==> src/rtl/rle_block_enc.sv <==
// rtl/rle_block_enc.sv - run-length symbol encoder for blocks of zig-zag ordered coefficients
module rle_block_enc #(
  parameter int COEF_W    = 12,
  parameter int BLOCK_LEN = 64,
  parameter int MAX_RUN   = 15,
  localparam int RUN_W    = $clog2(MAX_RUN + 1)
) (
  input  logic              clk,
  input  logic              rst,
  input  logic              ce,
  input  logic              in_valid,
  output logic              in_ready,
  input  logic [COEF_W-1:0] in_coef,
  output logic              out_valid,
  input  logic              out_ready,
  output logic [1:0]        out_kind,
  output logic [RUN_W-1:0]  out_run,
  output logic [COEF_W-1:0] out_value,
  output logic              out_last
);

  localparam int IDX_W  = $clog2(BLOCK_LEN);
  localparam int ZP_RAW = $clog2(BLOCK_LEN / (MAX_RUN + 1) + 1);
  localparam int ZP_W   = (ZP_RAW < 1) ? 1 : ZP_RAW;

  localparam logic [1:0] K_DC  = 2'b00;
  localparam logic [1:0] K_AC  = 2'b01;
  localparam logic [1:0] K_ZRL = 2'b10;
  localparam logic [1:0] K_EOB = 2'b11;

  typedef enum logic {ST_ACCEPT, ST_FLUSH} state_t;

  typedef struct packed {
    logic [1:0]        kind;
    logic [RUN_W-1:0]  run;
    logic [COEF_W-1:0] value;
    logic              last;
  } sym_t;

  state_t            state;
  sym_t              out_sym;
  sym_t              hold_sym;
  logic              hold_sent;
  logic [IDX_W-1:0]  idx;
  logic [RUN_W-1:0]  run_cnt;
  logic [ZP_W-1:0]   zrl_pend;

  logic in_fire;
  logic out_fire;
  logic is_last;
  logic coef_zero;

  function automatic sym_t mk_sym(input logic [1:0] kind, input logic [RUN_W-1:0] run,
                                  input logic [COEF_W-1:0] value, input logic last);
    sym_t s;
    s.kind  = kind;
    s.run   = run;
    s.value = value;
    s.last  = last;
    return s;
  endfunction

  assign in_ready  = (state == ST_ACCEPT) && (!out_valid || out_ready);
  assign in_fire   = in_valid && in_ready && ce;
  assign out_fire  = out_valid && out_ready && ce;
  assign is_last   = (idx == IDX_W'(BLOCK_LEN - 1));
  assign coef_zero = (in_coef == '0);

  assign out_kind  = out_sym.kind;
  assign out_run   = out_sym.run;
  assign out_value = out_sym.value;
  assign out_last  = out_sym.last;

  // Coefficient intake, zero-run counting and symbol generation (including ZRL flush)
  always_ff @(posedge clk) begin
    if (rst) begin
      state     <= ST_ACCEPT;
      out_valid <= 1'b0;
      out_sym   <= '0;
      hold_sym  <= '0;
      hold_sent <= 1'b0;
      idx       <= '0;
      run_cnt   <= '0;
      zrl_pend  <= '0;
    end else if (ce) begin
      if (out_fire) begin
        out_valid <= 1'b0;
      end
      case (state)
        ST_ACCEPT: begin
          if (in_fire) begin
            if (idx == '0) begin
              out_sym   <= mk_sym(K_DC, '0, in_coef, 1'b0);
              out_valid <= 1'b1;
              idx       <= idx + IDX_W'(1);
            end else begin
              idx <= is_last ? '0 : idx + IDX_W'(1);
              if (coef_zero) begin
                if (is_last) begin
                  // Trailing zeros collapse into EOB; pending runs are dropped
                  out_sym   <= mk_sym(K_EOB, '0, '0, 1'b1);
                  out_valid <= 1'b1;
                  run_cnt   <= '0;
                  zrl_pend  <= '0;
                end else if (run_cnt == RUN_W'(MAX_RUN)) begin
                  run_cnt  <= '0;
                  zrl_pend <= zrl_pend + ZP_W'(1);
                end else begin
                  run_cnt <= run_cnt + RUN_W'(1);
                end
              end else if (zrl_pend == '0) begin
                out_sym   <= mk_sym(K_AC, run_cnt, in_coef, is_last);
                out_valid <= 1'b1;
                run_cnt   <= '0;
              end else begin
                // First ZRL goes out now; the AC symbol waits in the hold register
                hold_sym  <= mk_sym(K_AC, run_cnt, in_coef, is_last);
                hold_sent <= 1'b0;
                out_sym   <= mk_sym(K_ZRL, RUN_W'(MAX_RUN), '0, 1'b0);
                out_valid <= 1'b1;
                zrl_pend  <= zrl_pend - ZP_W'(1);
                run_cnt   <= '0;
                state     <= ST_FLUSH;
              end
            end
          end
        end
        ST_FLUSH: begin
          if (out_fire) begin
            if (zrl_pend != '0) begin
              out_sym   <= mk_sym(K_ZRL, RUN_W'(MAX_RUN), '0, 1'b0);
              out_valid <= 1'b1;
              zrl_pend  <= zrl_pend - ZP_W'(1);
            end else if (!hold_sent) begin
              out_sym   <= hold_sym;
              out_valid <= 1'b1;
              hold_sent <= 1'b1;
            end else begin
              hold_sent <= 1'b0;
              run_cnt   <= '0;
              zrl_pend  <= '0;
              state     <= ST_ACCEPT;
            end
          end
        end
        default: state <= ST_ACCEPT;
      endcase
    end
  end

endmodule

==> config.mk <==
export PLATFORM = sky130hd
export DESIGN_NAME = rle_block_enc
export DESIGN_NICKNAME = d
export VERILOG_FILES = /design/src/rtl/rle_block_enc.sv
export SDC_FILE = /design/constraint.sdc
export NUM_CORES = 1
export LEC_CHECK = 0
export BUFFER_PORTS_ARGS = -buffer_cell sky130_fd_sc_hd__buf_2
export CAP_MARGIN = 0
export CORE_AREA = 2 2 89 91
export CTS_CLUSTER_DIAMETER = 120
export DETAILED_ROUTE_END_ITERATION = 8
export DIE_AREA = 0 0 91 93
export GPL_TIMING_DRIVEN = 0
export PLACE_DENSITY_LB_ADDON = 0.2
export SETUP_SLACK_MARGIN = 0.2
export SYNTH_ARGS = -nofsm -noshare
export SYNTH_HDL_FRONTEND = slang
export SYNTH_SLANG_ARGS = --single-unit
==> constraint.sdc <==
create_clock -name clk -period 6.6 [get_ports clk]
set_input_delay 1.65 -clock clk [delete_from_list [all_inputs] [get_ports clk]]
set_output_delay 1.65 -clock clk [all_outputs]
set_load 0.03 [all_outputs]
==> results.cfg <==
[outcome]
status = completed

[finish]
drive_above_1_share_pct = 17.9
postLayoutCellArea_sq_mm = 0.00307
layout.cells.non_filler = 470
final_nets = 391
final_util_pct = 40.7
antenna_cells = 0
area_growth_pct = 15.7

[clock_tree]
clock_tree.root_cell = clkbuf_8
post_cts_buffers = 0
cts.sinks = 53
cts_buffers = 5
worstSkewPairLatency_ns = 0.32
htree_levels = 2
clk_pin_slew_ns = 0.09
cts_tree = yes
postCtsHoldBufs = 0
cts.repair.resized = 0
clockBufferDepth = 2

[timing]
relSlewSlack_pct = 48.6
period_needed_ns = 3.84
finClkSkew_ns = 0.00955
worstMarginPinSlew_ns = 0.771
rsz0062_at_grt = false
drv_slew = 0
period_share_pct = 58.2
final_hold_viol_count = 0
fin_setup_tns_ns = 0
setup_viol = 0
fmax_mhz = 260

[yosys]
synth_cell_types = 55
synth_nets = 347
synthArstFlopShare_pct = 0
ys_seq_area_share_pct = 40.1
synth_cells = 324
post_synth.cell_area_avg_sq_um = 8.18
ys_warn_count = 0
synth_edf_count = 0
synth_area_sq_mm = 0.00265
synth_ff_type = dfxtp_1
ys_ff_latch = 53

[power]
pwr-share-comb_pct = 10.4
p_int_mw = 0.457
p_leak_nw = 1.12
vdd_drop_max_uv = 94.0
power_per_cell_area_mw_per_mm2 = 201
swShare_pct = 25.8
clockPowerShare_pct = 36.1
p_seq_share_pct = 53.5
power.switching_mw = 0.159
power_mw = 0.616

[die]
dieArea_sq_mm = 0.00846
core-area_sq_mm = 0.00753
die_y_um = 93
die_x_um = 91
io_pins = 38
initial_core_util_pct = 35.2
num_rows = 32

[flow_run]
drv_cap = 0

[setup_path]
crit_type = input port to primary output
worstReg2RegEnd = hold_sym[13]
cp-startpoint = out_ready
r2r-start = idx[0]
cp_slowest_cell = buf_2
crit_family = buffers and inverters
r2r_slack_ns = 3.93
max_stage_delay_ns = 0.20
endpoint_kind = primary output
worstPathRequired_ns = 4.95
arrival_ns = 2.19
crit_path_max_fanout = 3
rr_worst_depth = 9
start_kind = input port
path_cells = buf_2 > nor2b_1 > nor2_1 > buf_2
crit_path_frequent_cell = buf_2
worst-path-buf-inv = 2

[min_path]
hp-start = hold_sym[15]
worstHoldPathType = register to register
hold_end = hold_sym[15]
hold_depth = 2

[routing]
met1_length_um = 3430
dr.pass1.iters = 4
maxUsedRoutingLayer = met4
ant_nets = 0
drc = 0
first_iter_violations = 118
drt-total-wl_um = 7380
vias_per_cell = 5.39
route.met3.wl_um = 284
wl_met2_um = 3500
wl_per_cell_um = 15.7
vias = 2533

[global_routing]
grt_pass1_vias = 2469
grt_antenna_before_repair = 0
grt_usage_pct = 18.3
grt_max_degree = 16
grt_pass1_wl_um = 12300
gr-total-overflow = 0

[placement]
dp_cells = 463
detailed_place_hpwl_um = 5340
place_congestion = 0.844
port_buffers = 37
place_area_sq_mm = 0.00296
==> state kept, by name, summed over array words and instances (netlist names), named ones only <==
| name | count |
|---|---|
| out_run | 4 |
| hold_sym | 18 |
| state | 1 |
| zrl_pend | 3 |
| run_cnt | 4 |
| out_kind | 2 |
| out_value | 12 |
| idx | 6 |
| hold_sent | 1 |
| out_last | 1 |
==> stage by stage <==
| step | worst slack [ns] | hold WS [ns] |
|---|---|---|
| 3_5_place_dp | 2.63 | 0.449 |
| 6_report | 2.76 | 0.461 |
| 2_1_floorplan | 2.85 | 0.434 |
| 3_3_place_gp | 2.65 | 0.443 |
| 4_1_cts | 2.75 | 0.463 |
| 5_1_grt | 2.70 | 0.484 |
==> worst reg2reg max path: cells and delay by family (launching register included) <==
kind / cells / cell delay [ns]
AOI/OAI and AO/OA: 2 / 0.61
DFF: 1 / 0.35
buffers and inverters: 3 / 0.69
adders and majority gates: 1 / 0.15
and+or+nand+nor: 3 / 0.80
==> cell usage in the layout (no fill, tap or decap), types with 5 or more instances in the layout <==
master / netlist / layout
nand2_1: 53 / 53
a32oi_1: 5 / 5
o21ai_0: 9 / 9
dfxtp_1: 53 / 53
clkbuf_8: 0 / 5
inv_1: 13 / 13
a21oi_2: 6 / 6
o31ai_1: 5 / 5
clkbuf_1: 15 / 15
nor2_1: 30 / 30
a221oi_1: 8 / 8
a21oi_1: 31 / 31
nand3_1: 5 / 5
a211oi_1: 8 / 8
ha_1: 6 / 6
nor3_1: 7 / 7
buf_2: 3 / 40
==> routing by layer <==
metal  vias up  global-route usage [%]
li1       1257                       -
met1      1203                    23.2
met2        62                    31.4
met3        11                    3.06
met4         0                    6.44
met5         -                       0
==> worst max path at each step <==
| stage | endpoint | slack (ns) | depth (start not counted) |
|---|---|---|---|
| 6_report | in_ready | 2.76 | 4 |
| 3_3_place_gp | out_value[10] | 2.65 | 8 |
| 3_5_place_dp | out_value[10] | 2.63 | 8 |
| 5_1_grt | in_ready | 2.70 | 4 |
| 2_1_floorplan | in_ready | 2.85 | 2 |
| 4_1_cts | in_ready | 2.75 | 4 |
==> cells by family after synthesis <==
group,Yosys count,synth area share [%]
AOI/OAI and AO/OA,100,27.1
xor gates and xnor gates,2,0.661
adders and majority gates,6,2.83
buffers and inverters,36,6.09
DFF,53,40.1
muxes,3,1.23
and+or+nand+nor,124,22.1
==> power groups by stage <==
stage / Combinational, mW / Sequential (mW) / Clock (mW)
2_1_floorplan: 0.0295 / 0.348 / 0
3_3_place_gp: 0.0635 / 0.336 / 0
3_5_place_dp: 0.0637 / 0.337 / 0
4_1_cts: 0.0641 / 0.329 / 0.226
5_1_grt: 0.0701 / 0.330 / 0.240
6_report: 0.0640 / 0.329 / 0.222
==> cell type report <==
type	count	area, sq um
Multi-Input combinational cell	235	1430
Sequential cell	53	1060
Inverter	13	48.8
Fill cell	820	4460
Tap cell	102	128
Clock buffer	5	68.8
Buffer	23	113
Clock inverter	2	35.0
Timing Repair Buffer	37	185
==> synthesized netlist by cell type, types with 3 or more instances <==
cell / instances / area share [%]
or4_1: 4 / 1.1
buf_6: 3 / 1.3
nand2_1: 53 / 7.5
nand3_1: 5 / 0.94
o21ai_1: 3 / 0.57
dfxtp_1: 53 / 40
buf_2: 3 / 0.57
nor3_1: 7 / 1.3
a211oi_1: 8 / 2.3
o21ai_0: 9 / 1.7
inv_1: 13 / 1.8
o311ai_1: 4 / 1.3
and3_1: 3 / 0.71
nor2_1: 30 / 4.3
ha_1: 6 / 2.8
a221oi_1: 8 / 2.6
a21oi_2: 6 / 2.0
clkbuf_1: 15 / 2.1
a21oi_1: 31 / 5.9
nand2b_1: 4 / 0.94
o31ai_1: 5 / 1.4
a32oi_1: 5 / 1.7
or3_1: 4 / 0.94
(Power assumes the default switching activity.)
